File: config.mk
export PLATFORM = sky130hd
export DESIGN_NAME = sram_port_arbiter
export DESIGN_NICKNAME = d
export VERILOG_FILES = /design/src/rtl/sram_port_arbiter_pkg.sv /design/src/rtl/sram_port_arbiter_mux2to1.sv /design/src/rtl/sram_port_arbiter.sv
export SDC_FILE = /design/constraint.sdc
export NUM_CORES = 1
export LEC_CHECK = 0
export BUFFER_PORTS_ARGS = -buffer_cell sky130_fd_sc_hd__buf_2
export CAP_MARGIN = 40
export CELL_PAD_IN_SITES_DETAIL_PLACEMENT = 1
export CELL_PAD_IN_SITES_GLOBAL_PLACEMENT = 1
export CORE_AREA = 2 2 106 108
export CTS_CLUSTER_DIAMETER = 80
export DETAILED_ROUTE_END_ITERATION = 12
export DIE_AREA = 0 0 108 110
export PLACE_DENSITY = 0.87
export SKIP_CTS_REPAIR_TIMING = 1
export SYNTH_ARGS = -nofsm -noshare
export SYNTH_HDL_FRONTEND = slang
export SYNTH_SLANG_ARGS = --single-unit
File: constraint.sdc
create_clock -name clk -period 2.75 [get_ports clk]
set_clock_uncertainty 0.2 [all_clocks]
set_input_delay 0.275 -clock clk [delete_from_list [all_inputs] [get_ports clk]]
set_output_delay 0.275 -clock clk [all_outputs]
set_load 0.05 [all_outputs]
File: src/rtl/sram_port_arbiter_pkg.sv
// Shared types for the SRAM port arbiter: response-owner encoding and strobe width.
package sram_port_arbiter_pkg;

    localparam int STRB_W = 4;

    typedef enum logic [1:0] {
        IDLE  = 2'd0,
        OWN_I = 2'd1,
        OWN_D = 2'd2
    } own_state_e;

endpackage

File: src/rtl/sram_port_arbiter_mux2to1.sv
// Two-input word mux: y = selm ? w : v.
module sram_port_arbiter_mux2to1 #(
    parameter int K = 32
) (
    input  logic [K-1:0] v,
    input  logic [K-1:0] w,
    input  logic         selm,
    output logic [K-1:0] y
);

    assign y = selm ? w : v;

endmodule

File: src/rtl/sram_port_arbiter.sv
// Shares one synchronous SRAM port between instruction fetch and data access.
// Data side has priority; a starvation counter forces an I grant after STARVE_MAX D grants.
module sram_port_arbiter
    import sram_port_arbiter_pkg::*;
#(
    parameter int AW         = 32,
    parameter int DW         = 32,
    parameter int STARVE_MAX = 4
) (
    input  logic              clk,
    input  logic              rst,
    input  logic              i_req,
    input  logic [AW-1:0]     i_addr,
    output logic              i_addr_ok,
    output logic              i_data_ok,
    output logic [DW-1:0]     i_rdata,
    input  logic              d_req,
    input  logic              d_wr,
    input  logic [STRB_W-1:0] d_wstrb,
    input  logic [AW-1:0]     d_addr,
    input  logic [DW-1:0]     d_wdata,
    output logic              d_addr_ok,
    output logic              d_data_ok,
    output logic [DW-1:0]     d_rdata,
    output logic              sram_en,
    output logic [STRB_W-1:0] sram_wen,
    output logic [AW-1:0]     sram_addr,
    output logic [DW-1:0]     sram_wdata,
    input  logic [DW-1:0]     sram_rdata
);

    localparam logic [3:0] STARVE_LIM = 4'(STARVE_MAX);

    own_state_e  state_q, state_d;
    logic [3:0]  starve_cnt_q, starve_cnt_d;
    logic        gnt_i, gnt_d;
    logic [AW-1:0] addr_sel;

    sram_port_arbiter_mux2to1 #(.K(AW)) u_addr_mux (
        .v    (i_addr),
        .w    (d_addr),
        .selm (gnt_d),
        .y    (addr_sel)
    );

    always_comb begin
        gnt_d = 1'b0;
        gnt_i = 1'b0;
        // No grant can be issued while reset is held, so nothing is accepted and then lost.
        if (!rst) begin
            gnt_d = d_req & ~(i_req & (starve_cnt_q == STARVE_LIM));
            gnt_i = i_req & ~gnt_d;
        end
    end

    always_comb begin
        state_d = IDLE;
        if (gnt_i)      state_d = OWN_I;
        else if (gnt_d) state_d = OWN_D;
    end

    always_comb begin
        starve_cnt_d = starve_cnt_q;
        if (!i_req || gnt_i)
            starve_cnt_d = 4'd0;
        else if (gnt_d && starve_cnt_q != STARVE_LIM)
            starve_cnt_d = starve_cnt_q + 4'd1;
    end

    always_ff @(posedge clk) begin
        if (rst) begin
            state_q      <= IDLE;
            starve_cnt_q <= 4'd0;
        end else begin
            state_q      <= state_d;
            starve_cnt_q <= starve_cnt_d;
        end
    end

    always_comb begin
        i_addr_ok  = gnt_i;
        d_addr_ok  = gnt_d;
        sram_en    = gnt_i | gnt_d;
        sram_wen   = (gnt_d & d_wr) ? d_wstrb : '0;
        sram_addr  = rst ? '0 : addr_sel;
        sram_wdata = rst ? '0 : d_wdata;
        i_data_ok  = ~rst & (state_q == OWN_I);
        d_data_ok  = ~rst & (state_q == OWN_D);
        i_rdata    = rst ? '0 : sram_rdata;
        d_rdata    = rst ? '0 : sram_rdata;
    end

endmodule

# After elaboration in Yosys (flattened, before gate mapping)
# Cells that the tools add are included.
[word_totals] regBits=6 latch_bits=0 ram_bits=0 romBits=0 inputBits=137 output_inout_bits=137 word_cells=32 memories=0
[classes] addsub=1 multipliers=0 n_div=0 order_cmp=0 eq_ne=4 shifts=0 mux=9 n_bitwise=10 reduce_logical=5
[op_table] op="2-to-1 mux 32 bit" count=4
[op_table] op="AND 1 bit" count=6
[op_table] op="adder 4 x 1 -> 4 bit, second input constant" count=1
[op_table] op="equality test 4 x 3 -> 1 bit, second input constant" count=1
[op_table] op="2-to-1 mux 4 bit" count=1
[op_table] op="inequality test 4 x 3 -> 1 bit, second input constant" count=1
[op_table] op="OR reduction 2 bit" count=2
[op_table] op="2-to-1 mux 1 bit" count=3
[op_table] op="NOT 1 bit" count=3
[op_table] op="equality test 2 x 1 -> 1 bit, second input constant" count=1
[op_table] op="equality test 2 bit, second input constant" count=1
[op_table] op="2-to-1 mux 2 bit" count=1
[op_table] op="logical AND 1 bit" count=1
[op_table] op="logical NOT 1 bit" count=1
[op_table] op="logical OR 1 bit" count=1
[op_table] op="OR 1 bit" count=1

# Depth between registers and ports, before layout
[logic_depth] ltp_word=9 depth_mapped=6 depth_no_buf=5

# Modules after synthesis
# A second synthesis with hierarchy kept.
[unflattened] hier_cells=213 area_unflattened_um2=1786.7
[modules_own_cells] module="sram_port_arbiter" n_inst=1 cells_per_inst=177 area_per_inst_um2=1242.4
[modules_own_cells] module="sram_port_arbiter_mux2to1" n_inst=1 cells_per_inst=36 area_per_inst_um2=544.3

# Worst setup path before layout
# Ideal clock, no wire load.
[synth_path] path_type="reg-to-output" start="reg starve_cnt_q[0]" end="out i_addr_ok" arrival_time_ps=2133 t_required_ps=2275 path_slack_ps=142 stages_incl_launch_ff=7 cell_sequence="dfxtp_1 -> inv_1 -> ha_1 -> and3b_1 -> a21boi_2 -> buf_4 -> nor3b_1"
[synth_between] elab_chain_cells=7
[synth_rtl] element="from (decl)" line_no="sram_port_arbiter.sv:35" rtl="logic [3:0] starve_cnt_q, starve_cnt_d;"
[synth_rtl] element="from (signal assigned)" line_no="sram_port_arbiter.sv:76" rtl="starve_cnt_q <= starve_cnt_d;"
[synth_rtl] element="equality test 4 x 3 -> 1 bit" line_no="sram_port_arbiter.sv:51" rtl="gnt_d = d_req & ~(i_req & (starve_cnt_q == STARVE_LIM));"
[synth_rtl] element="AND 1 bit" line_no="sram_port_arbiter.sv:51"
[synth_rtl] element="NOT 1 bit" line_no="sram_port_arbiter.sv:51"
[synth_rtl] element="AND 1 bit" line_no="sram_port_arbiter.sv:51"
[synth_rtl] element="NOT 1 bit" line_no="sram_port_arbiter.sv:52" rtl="gnt_i = i_req & ~gnt_d;"
[synth_rtl] element="AND 1 bit" line_no="sram_port_arbiter.sv:52"
[synth_rtl] element="2-to-1 mux 1 bit" line_no="sram_port_arbiter.sv:50" rtl="if (!rst) begin"
[synth_rtl] element="to (decl)" line_no="sram_port_arbiter.sv:14" rtl="output logic i_addr_ok,"
# No other way between the ends.

# Worst setup path after layout
[layout_path] start="reg starve_cnt_q[0]" end="out sram_addr[0]"
[layout_between] elab_chain_cells=7
[layout_rtl] element="equality test 4 x 3 -> 1 bit" line_no="sram_port_arbiter.sv:51"
[layout_rtl] element="AND 1 bit" line_no="sram_port_arbiter.sv:51"
[layout_rtl] element="NOT 1 bit" line_no="sram_port_arbiter.sv:51"
[layout_rtl] element="AND 1 bit" line_no="sram_port_arbiter.sv:51"
[layout_rtl] element="2-to-1 mux 1 bit" line_no="sram_port_arbiter.sv:50"
[layout_rtl] element="2-to-1 mux 32 bit" line_no="sram_port_arbiter_mux2to1.sv:11" rtl="assign y = selm ? w : v;"
[layout_rtl] element="2-to-1 mux 32 bit" line_no="sram_port_arbiter.sv:85" rtl="sram_addr = rst ? '0 : addr_sel;"
[layout_rtl] element="to (decl)" line_no="sram_port_arbiter.sv:27" rtl="output logic [AW-1:0] sram_addr,"
# No other way between the ends.

==> key figures <==
Run status
  – Status: complete, no violations

Route
  – DRT iter0 DRCs: 63
  – TritonRoute pass-1 iters: 4
  – DRC violations left: 0
  – Average wire per standard cell: 12.9 um
  – Via/cell ratio: 3.88
  – WL final: 7.96 mm
  – Via count: 2389
  – Antenna Nets Post-Route: 0

Finish
  – Area Overhead vs Synth: 74.6%
  – Share of layout cells above drive strength 1: 59.2%
  – Finished Cell Area: 3090 um^2
  – Nets: 614

Power
  – Total power: 0.000995 W
  – P_leak: 1.86 nW
  – P_sw: 0.000589 W
  – Cell internal pwr: 0.000405 W
  – Clock share of power: 13.0%
  – Peak supply drop: 0.131 mV
  – PwrDens: 322 nW/um^2
  – Comb power frac: 77.9%
  – Net Sw Frac: 59.3%
  – Flop pwr share: 9.2%

CTS
  – Worst skew pair latency: 220 ps
  – Root Driver: clkbuf_8
  – Cts bufs inserted: 3
  – Clk sinks: 6
  – H-tree level count: 1
  – CTS tree: done
  – Longest Clk Path Bufs: 2
  – Clk pin slew, worst setup/hold paths: 30 ps

Place
  – Gpl congestion: 0.728
  – DP HPWL: 6.95 mm
  – Post-DP Area: 3040 um^2
  – I/O Buffers: 273
  – Pre-CTS WS: 398 ps

Timing
  – Final Max Slew Viols: 0
  – Fin worst setup slack: 188 ps
  – Max_slew headroom: 76.5%
  – Setup TNS Final: 0 ps
  – Worst slew pin tran: 352 ps
  – Fmax: 390 MHz
  – RSZ-0062 raised after global routing: false
  – Final Setup Violations: 0
  – Fin. Hold Viols: 0
  – Min cycle time layout: 2560 ps
  – Final period util: 93.2%

Synth
  – Dominant cell type by area after synthesis: nor2b_1
  – Cell area after synthesis: 1770 um^2
  – Mapped Nets: 384
  – Synth top area cells: nor2b_1 23%, nand2b_1 23%, mux2i_1 19%
  – Synthesis warning total: 0
  – Top-area cell type share of the netlist area: 23.4%
  – FF+latch count, synth: 6
  – Seq/Total Area, Yosys: 6.79%
  – Post-synthesis cell count: 245
  – Distinct cell type count of the synthesized netlist: 16
  – Avg Cell Area, Syn: 7.22 um^2

Hold path
  – Hold Path Class: input pin to register
  – Hold path start: i_req

Global routing
  – First-pass GRT wire length: 11.3 mm
  – Met3 GRT Util: 2.70%
  – Grt ovf: 0
  – Peak-usage layer in the global routing report: met2
  – M1 GR Usage: 13.1%
  – Vias in the first global route: 2280
  – Tot GR Track Use: 11.7%
  – Initial antenna violation count: 1
  – Met2 global-route usage: 22.5%
  – Largest net degree at the start of global routing: 85

Floorplan
  – Starting Density: 16.5%
  – Row Count: 38
  – Io pins: 274
  – Die width: 108 um
  – CORE AREA: 10700 um^2
  – Die area: 11900 um^2
  – Die H: 110 um

Worst setup path
  – CP Max Fanout: 40
  – Crit end category: primary output
  – WS Path Type: register to primary output
  – Worst EP required: 2280 ps
  – Worst Setup SP: starve_cnt_q[0]
  – Critical path data arrival time: 2090 ps
  – Reg2Reg Launch Point: starve_cnt_q[0]
  – Startpoint types: register

Job
  – Max Cap Viol: 0
power by group through the flow:
stage                     Combinational, W  Sequential (W)  Clock [W]
after floorplan                   0.000587       0.0000920          0
after global placement            0.000773       0.0000922          0
final                             0.000774       0.0000911   0.000129
after CTS                         0.000782       0.0000911   0.000135
after global routing              0.000817       0.0000913   0.000140
after detailed placement          0.000781       0.0000923          0
synth_stat cells:
cell type and instances:
a21boi_2 1, and3b_1 1, and4b_1 4, buf_4 36, clkbuf_1 15, dfxtp_1 6, ha_1 2, inv_1 2
mux2i_1 33, nand2b_1 64, nand3_1 1, nand4bb_1 1, nor2_1 8, nor2b_1 66, nor3b_1 4, xnor2_1 1
worst paths after layout:
check                    end  slack [ps]  cells after the start
max             sram_addr[0]         190                      7
min               state_q[0]         180                      2
max reg2reg       state_q[1]        1030                      6
min reg2reg  starve_cnt_q[0]         260                      1
state kept, by name, summed over array words and instances (netlist names):
name          flops
starve_cnt_q      4
state_q           2
final cells by class:
cell class / count / area [um^2]
diodes: 2 / 5.00
flip-flops and latches: 6 / 120
clock buffers: 3 / 41.3
repair buffers: 276 / 1420
well taps: 140 / 175
inverters: 2 / 7.51
multi-input cells: 186 / 1320
fillers: 1427 / 7610
metal layers:
| layer | share of wire, % | wire length (um) |
|---|---|---|
| met1 | 37 | 2980 |
| met2 | 53 | 4220 |
| met3 | 9.2 | 735 |
| met4 | 0.25 | 20 |
| met5 | 0 | 0 |
worst max-delay path, stage by stage, from the launching register on:
cell	delay [ps]
dfxtp_1	360
inv_1	60
ha_1	200
and3b_1	230
a21boi_4	180
buf_12	260
mux2i_1	260
buf_2	290
per-stage QoR:
stage	hold slack, ps	util [%]	cells
floorplan	230	-	245
global placement	249	28.4	610
detailed placement	265	28.4	610
CTS	174	28.8	613
global route	183	28.8	614
finish	184	28.9	615
cell families after synthesis:
| logic type | after synthesis | synth area share, % |
|---|---|---|
| AOI/OAI and AO/OA | 1 | 0.637 |
| xor gates and xnor gates | 1 | 0.495 |
| adders and majority gates | 2 | 1.42 |
| buffers and inverters | 53 | 18.9 |
| DFF | 6 | 6.79 |
| muxes | 33 | 18.7 |
| and+or+nand+nor | 149 | 53.1 |
cells in the final DEF (no fill, tap or decap), drive strengths merged:
cell     netlist  layout
and3b          1       1
nor2b         66      66
diode          0       2
nand3          1       1
a21boi         1       1
xnor2          1       1
nor3b          4       4
ha             2       2
nand4bb        1       1
buf           36     276
nand2b        64      64
nor2           8       8
and4b          4       4
dfxtp          6       6
inv            2       2
clkbuf        15       3
mux2i         33      33
No activity file was read; power rests on OpenSTA's default activity.
